--- config.mk ---
export PLATFORM = sky130hd
export DESIGN_NAME = pulse_window_counter
export DESIGN_NICKNAME = d
export VERILOG_FILES = /design/src/rtl/pulse_window_counter.sv
export SDC_FILE = /design/constraint.sdc
export NUM_CORES = 1
export LEC_CHECK = 0
export CAP_MARGIN = 20
export CELL_PAD_IN_SITES_DETAIL_PLACEMENT = 0
export CELL_PAD_IN_SITES_GLOBAL_PLACEMENT = 1
export CORE_MARGIN = 1
export CORE_UTILIZATION = 39
export CTS_BUF_LIST = sky130_fd_sc_hd__clkbuf_16
export CTS_CLUSTER_SIZE = 30
export DETAILED_ROUTE_END_ITERATION = 8
export GPL_TIMING_DRIVEN = 1
export PLACE_DENSITY_LB_ADDON = 0.1
export SLEW_MARGIN = 20
export SYNTH_ARGS = -nofsm -noshare
export SYNTH_HDL_FRONTEND = slang
export SYNTH_SLANG_ARGS = --single-unit
--- constraint.sdc ---
create_clock -name clock -period 2.5 [get_ports clock]
set_input_delay 0.5 -clock clock [delete_from_list [all_inputs] [get_ports clock]]
set_output_delay 0.5 -clock clock [all_outputs]
set_load 0.02 [all_outputs]
--- src/rtl/pulse_window_counter.sv ---
// pulse_window_counter: counts synch_in rising edges over a programmable gate window and hands each count downstream via valid/ready
module pulse_window_counter #(
    parameter int CNT_W = 16,
    parameter int WIN_W = 24
) (
    input  logic             clock,
    input  logic             reset,
    input  logic             enable,
    input  logic             synch_in,
    input  logic [WIN_W-1:0] window_len,
    output logic [CNT_W-1:0] count_out,
    output logic             overflow,
    output logic             count_valid,
    input  logic             count_ready,
    output logic             busy
);
    localparam logic [1:0] IDLE  = 2'd0;
    localparam logic [1:0] COUNT = 2'd1;
    localparam logic [1:0] HOLD  = 2'd2;
    logic [1:0]       state;
    logic             prev;
    logic [CNT_W-1:0] acc;
    logic             ovf;
    logic [WIN_W-1:0] timer;
    logic [CNT_W-1:0] held_cnt;
    logic             held_ovf;
    logic             edge_hit;
    logic             out_free;
    logic [CNT_W-1:0] fin_cnt;
    logic             fin_ovf;
    logic [WIN_W-1:0] win_load;
    // edge detect, saturating next-count value, output-register availability and window reload value
    always_comb begin
        edge_hit = synch_in & ~prev;
        out_free = ~count_valid | count_ready;
        fin_cnt  = (edge_hit & !(&acc)) ? acc + 1'b1 : acc;
        fin_ovf  = ovf | (edge_hit & (&acc));
        win_load = (window_len == '0) ? '0 : window_len - 1'b1;
        busy     = state != IDLE;
    end
    // window FSM, accumulator and output register with valid/ready handoff
    always_ff @(posedge clock) begin
        if (!reset) begin
            state       <= IDLE;
            prev        <= 1'b0;
            acc         <= '0;
            ovf         <= 1'b0;
            timer       <= '0;
            held_cnt    <= '0;
            held_ovf    <= 1'b0;
            count_out   <= '0;
            overflow    <= 1'b0;
            count_valid <= 1'b0;
        end else begin
            prev <= synch_in;
            if (count_valid && count_ready) count_valid <= 1'b0;
            case (state)
                IDLE: begin
                    if (enable) begin
                        timer <= win_load;
                        acc   <= '0;
                        ovf   <= 1'b0;
                        state <= COUNT;
                    end
                end
                COUNT: begin
                    if (!enable) begin
                        acc   <= '0;
                        ovf   <= 1'b0;
                        state <= IDLE;
                    end else if (timer == '0) begin
                        acc <= '0;
                        ovf <= 1'b0;
                        if (out_free) begin
                            count_out   <= fin_cnt;
                            overflow    <= fin_ovf;
                            count_valid <= 1'b1;
                            timer       <= win_load;
                        end else begin
                            held_cnt <= fin_cnt;
                            held_ovf <= fin_ovf;
                            state    <= HOLD;
                        end
                    end else begin
                        acc   <= fin_cnt;
                        ovf   <= fin_ovf;
                        timer <= timer - 1'b1;
                    end
                end
                HOLD: begin
                    if (out_free) begin
                        count_out   <= held_cnt;
                        overflow    <= held_ovf;
                        count_valid <= 1'b1;
                        timer       <= win_load;
                        acc         <= '0;
                        ovf         <= 1'b0;
                        state       <= enable ? COUNT : IDLE;
                    end
                end
                default: state <= IDLE;
            endcase
        end
    end
endmodule

### Word level (Yosys, flattened, before mapping)

Index checks and enable logic that the tools add are counted.

* memory bits (writable): 0
* bits in latches: 0
* ROM bits: 0
* register bits: 79
* memories: 0

* eq/ne operators: 9
* add/subtract/negate cells: 3
* shift-type cells: 0
* multipliers: 0
* bitwise logic cells: 8
* reductions and logical operators: 14
* order comparisons: 0
* muxes and demuxes: 39
* divide/modulo/power cells: 0

Operator list (number)
* $mux 16: 9
* $mux 24: 5
* $pmux 24 s3: 1
* $logic_not 24->1: 2
* $pmux 16 s3: 1
* $sub 24x1->24 const B: 2
* $pmux 16 s2: 1
* $add 16x1->16 const B: 1
* $reduce_and 16->1: 1
* $mux 1: 13
* $mux 2: 5
* $ne 2x2->1 const B: 5
* $reduce_and 4->1: 2
* $ne 3x3->1 const B: 2
* $pmux 2 s3: 1
* $reduce_and 3->1: 2
* $reduce_and 5->1: 1
* $pmux 1 s2: 2
* $reduce_bool 2->1: 2
* $and 1x1->1: 3
* $not 1->1: 3
* $pmux 1 s3: 1
* $reduce_bool 3->1: 1
* $eq 2x1->1 const B: 1
* 5 further kinds: 6

### Depth between registers and ports, before layout

Gate-level depths: netlist (run 1).

* depth after elaboration: 8
* mapped depth: 11
* mapped depth without buffers: 8

### Least setup slack after synthesis (run 1)

Ideal clock, no wire load.

* path type: input -> register
* from: input port window_len[0]
* to: register timer[20]
* setup time: 117 ps
* buffers on the path: 1
* stages: 9
* path slack: -173 ps
* arrival: 2556 ps
* data required time: 2383 ps
* path through: inv_1 ha_1 or3b_2 or4_1 buf_2 o31a_1 o21ai_0 o2111ai_1 a32o_1

* longest elaborated chain between the ends: 6

RTL lines
* start: declaration: line 10 `input logic [WIN_W-1:0] window_len,`
* $sub 24x1->24 or $logic_not 24->1 (tied branches): line 38 `win_load = (window_len == '0) ? '0 : window_len - 1'b1;`
* $mux 24 (*): line 38
* $mux 24: line 74, 91
* $mux 24: line 71 `end else if (timer == '0) begin`
* $mux 24: line 67 `if (!enable) begin`
* $pmux 24 s3 (*): line 57 `case (state)`
* end signal: assignment: line 60 `timer <= win_load;`
* end signal: assignment: line 78 `timer <= win_load;`
* end signal: assignment: line 95 `timer <= win_load;`
* end: declaration: line 24 `logic [WIN_W-1:0] timer;`

Every way passes the cells marked *; elsewhere a longest branch is shown, timed or not. The select of a mux whose other input is x is not followed.
A chain may end at the register's enable or synchronous reset.

### Worst setup path in the final report (run 1)

* from: input port window_len[6]
* to: register timer[20]

The elaborated chain is that of the path after synthesis.

==> results by group, run 1 <==
Logic synthesis
  – Synth top area share: 30.3%
  – Most numerous cell in the Yosys netlist: dfxtp_1
  – Synth Register Bits: 79
  – Main synth FF type: dfxtp_1
  – Area leader, netlist: dfxtp_1
  – Gate Count Post-Synth: 685
  – Syn Nets: 722
  – Number of flops mapped to enable cells by yosys: 0
  – Post-synthesis sequential area ratio: between 30% and 40%
  – Post-synth ARST share: 0%
  – Synth cell types: 69
  – Synth top area cells: dfxtp_1, o21ai_0, nor2_1
  – Post-Syn Area: 5230 sq um
  – Yosys Warn Count: 0
  – Avg Inst Size Synth: 7.63 sq um
  – Synth cell count leaders: dfxtp_1, o21ai_0, nor2_1

Critical path
  – Critical Path End Type: flop
  – Worst-path fanout max: 7
  – RR Endpoint: timer[22]
  – Worst Setup EP: timer[20]
  – Max incr delay on CP: around 0.56 ns
  – WP data arrival: 2.71 ns
  – CP Cell Sequence: clkdlybuf4s50_1 > or3_4 > or4_4 > o31a_1 > o21ai_2 > o2111ai_2 > a32o_1
  – Reg2reg start: timer[0]
  – Critical path startpoint: window_len[6]
  – CP max-delay cell: or4_4
  – Crit path kind: in2reg
  – Flop2flop setup slack: roughly 0.07 ns
  – Path depth of the worst reg2reg path: 8
  – Worst Path Required: 2.74 ns
  – Crit start category: input pin

Timing
  – RSZ-0062 raised after global routing: yes
  – Achievable frequency: 0.406 GHz
  – Final Hold Fails: 0
  – Final Max Tran Viols: 0
  – Final min period: approximately 2.5 ns
  – Setup TNS: 0 ns
  – Final Hold Slack: 0.454 ns
  – Final period util: 98.6%
  – Final setup violating endpoints: 0
  – Layout Skew: 0.0108 ns
  – Worst slew margin: 62.0%
  – Worst-Margin Slew: between 0.5 and 0.6 ns

Cells and area
  – Fin nets: around 870
  – Fillers: 1,248
  – ANT cells: 0
  – Reg area: ~1600 sq um
  – Non-Filler Instances: 1,011
  – Layout cells sized above 1: 24.9%
  – Multi-input logic area: 3530 sq um
  – Area delta synth->final: 38.9%

GRT
  – Antenna violations before repair: 0
  – Global route overflow: 0
  – Vias in the first global route: around 5,600
  – Gr usage total: 26.6%
  – First-pass GRT wire length: 29.5 mm
  – Largest net degree at the start of global routing: 35

Power
  – Power Dens Cells: ~620 nW/um^2
  – Worst vdd ir: 0.464 mV
  – LEAKAGE: 2.72 nW
  – Pwr Total: approximately 4.5 mW

Floorplan
  – Die area: 13,900 sq um
  – Core Footprint: 12,800 sq um
  – Num rows: 41
  – I/O pins: 48
  – Initial Util: between 40% and 50%
  – Die height: 118 um
  – Die X: 118 um

Detailed routing
  – Vias per Instance: 5.84
  – Routed wire length: around 18 mm
  – Routed vias: between 5,000 and 6,000
  – Routed Antenna Nets: 0
  – Drt first pass iters: 6
  – Wire per inst: around 18 um
  – # DRC: 0
  – Initial drt markers: 545

Clock tree
  – Clk sinks: 79
  – Clk pin slew, worst setup/hold paths: 0.07 ns
  – Clock Latency Late Sink: 0.35 ns
  – CTS tree: done
  – Cts hold-fix bufs: 0
  – H-tree Lvls: 3
  – CTS Buf Count: 9
  – Clock root cell: clkbuf_16
  – CTS max path bufs: 2

Place
  – Placed instance count: 982
  – DP Wirelength: 13.5 mm
  – Placer congestion estimate: 0.893
  – PortBufs: 47

Job
  – Max-Cap Viols: 0

Min path
  – Tightest Hold Check Type: reg2reg
  – Hold-critical path depth: 2

Outcome
  – Status: complete, no violations
[power breakdown]
part           switching (mW)  leakage [nW]  total (mW)  internal, mW
Sequential              0.118         0.643        1.48          1.37
Clock                   0.610         0.141        1.31         0.696
Combinational           0.980          1.94        1.73         0.752
Total                    1.71          2.72        4.52          2.82
[kinds of logic after synthesis]
kind of cell / share of synthesized area (%)
flops: 30.3
xor+xnor: 5.03
buf+inv: 4.98
compound gates: 30.6
mux: 2.99
fa+ha+maj: 1.92
simple gates: 24.2
[cells in the final DEF, fill, tap and decap left out, types with 11 or more instances in the layout]
master           Yosys  final
buf_4                0    127
o21ai_0             72     69
dfxtp_1             79     79
nor2_1              71     68
o221ai_1            15     14
nand4_1             11     11
a211oi_1            20     20
xnor2_1             18     17
inv_1               17     15
nand3_1             35     35
a21oi_1             48     48
nand2_1             45     44
nor3_1              21     20
clkdlybuf4s50_1      0     32
xor2_1              12     12
[final cells by class]
class | count | share of cell area (%)
Multi-Input combinational cell | 540 | 48.7
Sequential cell | 79 | 21.8
Timing Repair Buffer | 183 | 21.5
Clock buffer | 9 | 3.10
Tap cell | 172 | 2.96
Inverter | 21 | 1.15
Clock inverter | 7 | 0.845
[through the flow]
stage          worst slack (ns)  cell area [sq um]  util [%]
6_report                 0.0345               7260      56.6
5_1_grt                 -0.0331               7260      56.6
4_1_cts                  0.0106               7170      55.9
3_5_place_dp             -0.664               6760      52.7
3_3_place_gp             -0.596               6760      52.7
2_1_floorplan            -0.157               5290         -
[sequential cells by signal, indices dropped and copies added (netlist names)]
name         flops
count_valid      1
count_out       16
held_ovf         1
prev             1
state            2
overflow         1
held_cnt        16
ovf              1
timer           24
acc             16
[how the worst min path moves through the flow]
stage / startpoint / endpoint / slack (ns)
finish: count_out[3] / count_out[3] / 0.45
global route: overflow / overflow / 0.50
CTS: count_out[3] / count_out[3] / 0.46
detailed placement: count_out[3] / count_out[3] / 0.45
global placement: count_out[3] / count_out[3] / 0.44
floorplan: acc[5] / acc[5] / 0.45
[routing by layer]
metal / wire length, um / vias up / track usage [%] / part of all wire, %
li1: - / 2893 / - / -
met1: 9270 / 2806 / 40.3 / 51
met5: 0 / - / 0 / 0
met3: 1230 / 9 / 4.80 / 6.7
met2: 7620 / 199 / 38.9 / 42
met4: 130 / 0 / 5.05 / 0.71
[what timing repair did]
item / 4_1_cts / 5_1_grt
cloned: 1 / 0
resized for setup: 28 / 26
setup endpoints to repair: 22 / 34
pin swaps: 15 / 15
buffers inserted: 7 / 5
[worst max-delay path, delay by kind of cell]
| family | cells | cell delay [ns] |
|---|---|---|
| AOI/OAI and AO/OA | 4 | 0.87 |
| buffers and inverters | 1 | 0.42 |
| and+or+nand+nor | 2 | 0.92 |
No activity file was read; power rests on OpenSTA's default activity.
==> inputs of run 2 (changes only) <==
- PLACE_DENSITY: default -> 0.84
- PLACE_DENSITY_LB_ADDON: 0.1 -> default
==> results by group, run 2 (synthesis gave the netlist of run 1 again) <==
Floorplan
  – I/O pins: 48 (unchanged)
  – Die area: 13,900 sq um (unchanged)
  – Num rows: 41 (unchanged)
  – Die height: 118 um (unchanged)
  – Initial Util: 40.7% (unchanged)
  – Core Footprint: 12,800 sq um (unchanged)
  – Die X: 118 um (unchanged)

Job
  – Max-Cap Viols: 0 (unchanged)

Critical path
  – Crit start category: input pin
  – Worst Path Required: 2.73 ns (about the same)
  – Critical Path End Type: flop
  – WP data arrival: 2.69 ns (-0.02 ns)
  – Worst Path Buf+Inv: 1 (unchanged)
  – CP max-delay cell: or4_4
  – CP Cell Sequence: dlygate4sd2_1 > or3b_4 > or4_4 > o31a_1 > o21ai_2 > o2111ai_1 > a32o_1
  – Crit path kind: in2reg
  – CP top delay family: simple AND/OR/NAND/NOR gates
  – Worst-path fanout max: 7 (unchanged)
  – Max incr delay on CP: 0.59 ns (+0.03 ns)

Timing
  – Final period util: 98.2% (-0.42 points)
  – Worst slew margin: 62.0% (about the same)
  – Layout Skew: 0.00840 ns (-0.00237 ns)
  – Final Max Tran Viols: 0 (unchanged)
  – Final setup violating endpoints: 0 (unchanged)
  – Worst-Margin Slew: 0.569 ns (-0.000783 ns)
  – Achievable frequency: 0.407 GHz (+0.43%)
  – Final Hold Slack: 0.456 ns (+0.00212 ns)
  – Final min period: 2.45 ns (-0.0106 ns)
  – Final Hold Fails: 0 (unchanged)

Place
  – PortBufs: 47 (unchanged)
  – Placer congestion estimate: 0.954 (+6.8%)
  – DP Wirelength: 12.7 mm (-6.1%)

Detailed routing
  – Initial drt markers: 403 (-26%)
  – Routed vias: 5,953 (+0.78%)
  – Routed Antenna Nets: 0 (unchanged)
  – Drt first pass iters: 5 (-1)
  – Wire per inst: 17.6 um (-2.3%)
  – Vias per Instance: 5.97 (+2.2%)
  – Routed wire length: 17.6 mm (-3.7%)
  – # DRC: 0 (unchanged)

Min path
  – Tightest Hold Check Type: reg2reg

Clock tree
  – CTS tree: done
  – Clock Latency Late Sink: 0.34 ns (about the same)
  – H-tree Lvls: 3 (unchanged)
  – Clock root cell: clkbuf_16
  – Clk pin slew, worst setup/hold paths: 0.06 ns (about the same)
  – CTS max path bufs: 2 (unchanged)
  – Clk sinks: 79 (unchanged)
  – Cts hold-fix bufs: 0 (unchanged)
  – CTS Buf Count: 9 (unchanged)

GRT
  – First-pass GRT wire length: 28.2 mm (-4.4%)
  – Vias in the first global route: 5,701 (+2.7%)
  – Antenna violations before repair: 0 (unchanged)
  – Largest net degree at the start of global routing: 59 (+69%)
  – Global route overflow: 0 (unchanged)
  – Gr usage total: 25.1% (-1.6 points)

Cells and area
  – Fillers: 1,172 (-6.1%)
  – Max reg flops: 24 (unchanged)
  – Area delta synth->final: 38.0%
  – ANT cells: 0 (unchanged)
  – Biggest register: timer
  – Most common cell after layout, fill and taps aside: buf_4
  – Layout cells sized above 1: 24.0% (-0.91 points)
  – Fin nets: 857 (-1.6%)
  – Most frequent cells in the layout: buf_4, dfxtp_1, nor2_1

Power
  – LEAKAGE: 2.73 nW (+0.45%)
  – Power Dens Cells: 631 nW/um^2 (+1.3%)
  – Pwr Total: 4.55 mW (+0.64%)
  – Worst vdd ir: 0.381 mV (-18%)

Outcome
  – Status: complete, no violations
==> run 2: cell count changes in the layout (fill, tap and decap cells not counted), moves of 3 or more <==
cell	before	now
buf_4	127	111
dlymetal6s2s_1	1	7
buf_6	3	7
clkdlybuf4s50_1	32	28
dlygate4sd2_1	6	2
clkbuf_2	3	6
==> run 2: area by class of cell <==
class                           count  area, sq um  share of cell area (%)
Multi-Input combinational cell    540         3550                    49.2
Sequential cell                    79         1580                    21.9
Timing Repair Buffer              169         1460                    20.2
Clock buffer                        9          225                    3.12
Tap cell                          172          215                    2.98
Clock inverter                      7         97.6                    1.35
Inverter                           21         83.8                    1.16
==> run 2: worst register-to-register path, stage by stage, from the launching register on <==
cell,delay (ns)
dfxtp_1,0.31
inv_1,0.09
ha_1,0.18
nor3b_4,0.22
buf_4,0.17
and4_2,0.31
a21oi_1,0.15
buf_4,0.21
a211oi_1,0.24
o221ai_1,0.16
and3_1,0.20
==> run 2: path summary, 6_finish.rpt <==
path                                endpoint  cells past startpoint     startpoint  slack, ns
worst max-delay path               timer[20]                      7  window_len[2]       0.05
worst min-delay path            count_out[3]                      2   count_out[3]       0.46
worst max register to register     timer[11]                     10       timer[1]       0.14
worst min register to register  count_out[3]                      2   count_out[3]       0.46
==> run 2: metrics by stage <==
stage	setup slack [ns]	instance area (sq um)	util [%]	TNS [ns]	cells
after floorplan	-0.157	5290	-	-0.465	685
after global placement	-0.605	6650	51.9	-10.05	968
after detailed placement	-0.712	6650	51.9	-11.83	968
after CTS	0.00999	7070	55.1	0	990
after global routing	-0.000600	7210	56.2	-0.000610	997
final	0.0451	7210	56.2	0	997
==> run 2: what timing repair did <==
| item | CTS | global route |
|---|---|---|
| gates resized for setup | 23 | 47 |
| buffers inserted | 5 | 7 |
| gates cloned | 1 | 0 |
| setup endpoints to repair | 19 | 36 |
| pin swaps | 12 | 29 |
==> run 2: layer usage <==
metal	vias up	track usage, %	routed length, um
met1	2859	34.1	8160
met5	-	0	0
met4	0	8.65	327
met2	208	39.6	7970
met3	26	4.51	1120
li1	2860	-	-
==> run 2: report_power, final <==
group | internal [mW] | switching (mW) | leakage, nW
sequential | 1.37 | 0.130 | 0.643
combinational | 0.704 | 0.929 | 1.93
clock | 0.878 | 0.545 | 0.157
==> inputs of run 3 (changes only) <==
- CELL_PAD_IN_SITES_GLOBAL_PLACEMENT: 1 -> 2
- CORE_UTILIZATION: 39 -> 31
- MAX_ROUTING_LAYER: default -> met4
==> results by group, run 3 (synthesis gave the netlist of run 1 again) <==
Timing
  – Worst-Margin Slew: 0.584 ns (+0.0150 ns)
  – Final setup violating endpoints: 0 (unchanged)
  – Final period util: 98.1% (about the same)
  – Final Hold Fails: 0 (unchanged)
  – Final min period: 2.45 ns (-0.00153 ns)
  – Worst slew margin: 60.9% (-1.1 points)
  – Layout Skew: 0.00925 ns (+0.000845 ns)
  – RSZ-0062 raised after global routing: yes
  – Achievable frequency: 0.408 GHz (about the same)
  – Final Max Tran Viols: 0 (unchanged)

Clock tree
  – Clock Latency Late Sink: 0.35 ns (about the same)
  – Clk pin slew, worst setup/hold paths: 0.07 ns (about the same)
  – CTS tree: done
  – CTS Buf Count: 9 (unchanged)
  – CTS max path bufs: 2 (unchanged)
  – H-tree Lvls: 3 (unchanged)
  – Clk sinks: 79 (unchanged)
  – Clock root cell: clkbuf_16

Cells and area
  – Layout cells sized above 1: 23.9% (-0.092 points)
  – Fin nets: 856 (-0.12%)
  – Biggest register: timer
  – ANT cells: 0 (unchanged)
  – Most common cell after layout, fill and taps aside: buf_4
  – Max reg flops: 24 (unchanged)
  – Area delta synth->final: 38.3%
  – Final core occ: 43.7% (-13 points)
  – Most frequent cells in the layout: buf_4, dfxtp_1, o21ai_0, nor2_1, a21oi_1
  – Finished Cell Area: 7220 sq um (+0.17%)

Critical path
  – Crit path kind: in2reg
  – WP data arrival: 2.70 ns (about the same)
  – Critical path startpoint: window_len[7]
  – Worst-path fanout max: 7 (unchanged)
  – Crit start category: input pin
  – Critical Path End Type: flop
  – Worst Path Required: 2.74 ns (about the same)
  – Reg2reg start: timer[1]

Floorplan
  – Die height: 132 um (+12%)
  – Die area: 17,400 sq um (+25%)
  – Num rows: 47 (+15%)
  – Die X: 132 um (+12%)
  – Core Footprint: 16,500 sq um (+29%)
  – Initial Util: 31.6% (-9.1 points)
  – I/O pins: 48 (unchanged)

Detailed routing
  – Routed wire length: 18.3 mm (+3.9%)
  – Wire per inst: 17.5 um (-0.76%)
  – Initial drt markers: 475 (+18%)
  – Drt first pass iters: 5 (unchanged)
  – Routed Antenna Nets: 0 (unchanged)
  – Routed vias: 5,913 (-0.67%)
  – # DRC: 0 (unchanged)
  – Vias per Instance: 5.66 (-5.1%)

GRT
  – Largest net degree at the start of global routing: 29 (-51%)
  – Global route overflow: 0 (unchanged)
  – First-pass GRT wire length: 29.3 mm (+4.0%)
  – Vias in the first global route: 5,526 (-3.1%)
  – Gr usage total: 21.9% (-3.2 points)
  – Antenna violations before repair: 0 (unchanged)

Min path
  – Hold_sp: count_out[3]
  – Tightest Hold Check Type: reg2reg

Place
  – DP Wirelength: 13.4 mm (+5.7%)
  – Placed inst area: 6730 sq um (+1.1%)
  – PortBufs: 47 (unchanged)
  – Placer congestion estimate: 0.909 (-4.7%)

Outcome
  – Status: complete, no violations

Job
  – Max-Cap Viols: 0 (unchanged)

Power
  – LEAKAGE: 2.71 nW (-0.97%)
  – Power Dens Cells: 631 nW/um^2 (about the same)
  – Worst vdd ir: 0.368 mV (-3.4%)
-- run 3: layout make-up --
cell class / count / area [sq um]
sequential: 79 / 1580
timing repair buffer: 168 / 1420
multi-input combinational: 540 / 3550
tap: 220 / 275
clock inverter: 7 / 83.8
fill: 1616 / 9300
inverter: 21 / 87.6
clock buffer: 9 / 225
-- run 3: final timing paths --
path	cells past startpoint	slack, ns	end
setup / recovery	7	0.05	timer[20]
hold / removal	2	0.46	count_out[3]
setup reg to reg	10	0.17	timer[16]
hold reg to reg	2	0.46	count_out[3]
-- run 3: power breakdown --
| part | internal [mW] | leakage [nW] | switching, mW |
|---|---|---|---|
| logic | 0.699 | 1.92 | 0.937 |
| registers | 1.37 | 0.643 | 0.141 |
| clock network | 0.796 | 0.149 | 0.619 |
-- run 3: critical path, stage by stage --
cell and delay, ns:
buf_6 0.09, or4_4 0.55, or4_4 0.63, o31a_1 0.32
o21ai_2 0.18, o2111ai_1 0.15, a32o_1 0.28
-- run 3: stage by stage --
| stage | power, mW | TNS, ns | cells | worst slack (ns) | hold slack (ns) |
|---|---|---|---|---|---|
| after floorplan | 2.40 | -0.465 | 685 | -0.157 | 0.447 |
| after global placement | 3.05 | -10.09 | 1018 | -0.575 | 0.447 |
| after detailed placement | 3.09 | -11.46 | 1018 | -0.678 | 0.456 |
| after CTS | 4.51 | 0 | 1038 | 0.00491 | 0.465 |
| after global routing | 4.79 | -0.0307 | 1044 | -0.0177 | 0.474 |
| final | 4.56 | 0 | 1044 | 0.0466 | 0.457 |
-- run 3: timing repair --
item,in CTS,in global routing
resized for setup,28,37
setup buffers,4,6
pin swaps,13,15
hold endpoints to repair,0,0
setup endpoints to repair,27,46
hold buffers,0,0
-- run 3: metal layers --
metal	share of wire, %	GRT usage, %
met1	49	30.9
met2	43	31.7
met3	6.3	3.58
met4	1.2	6.40
met5	0	-
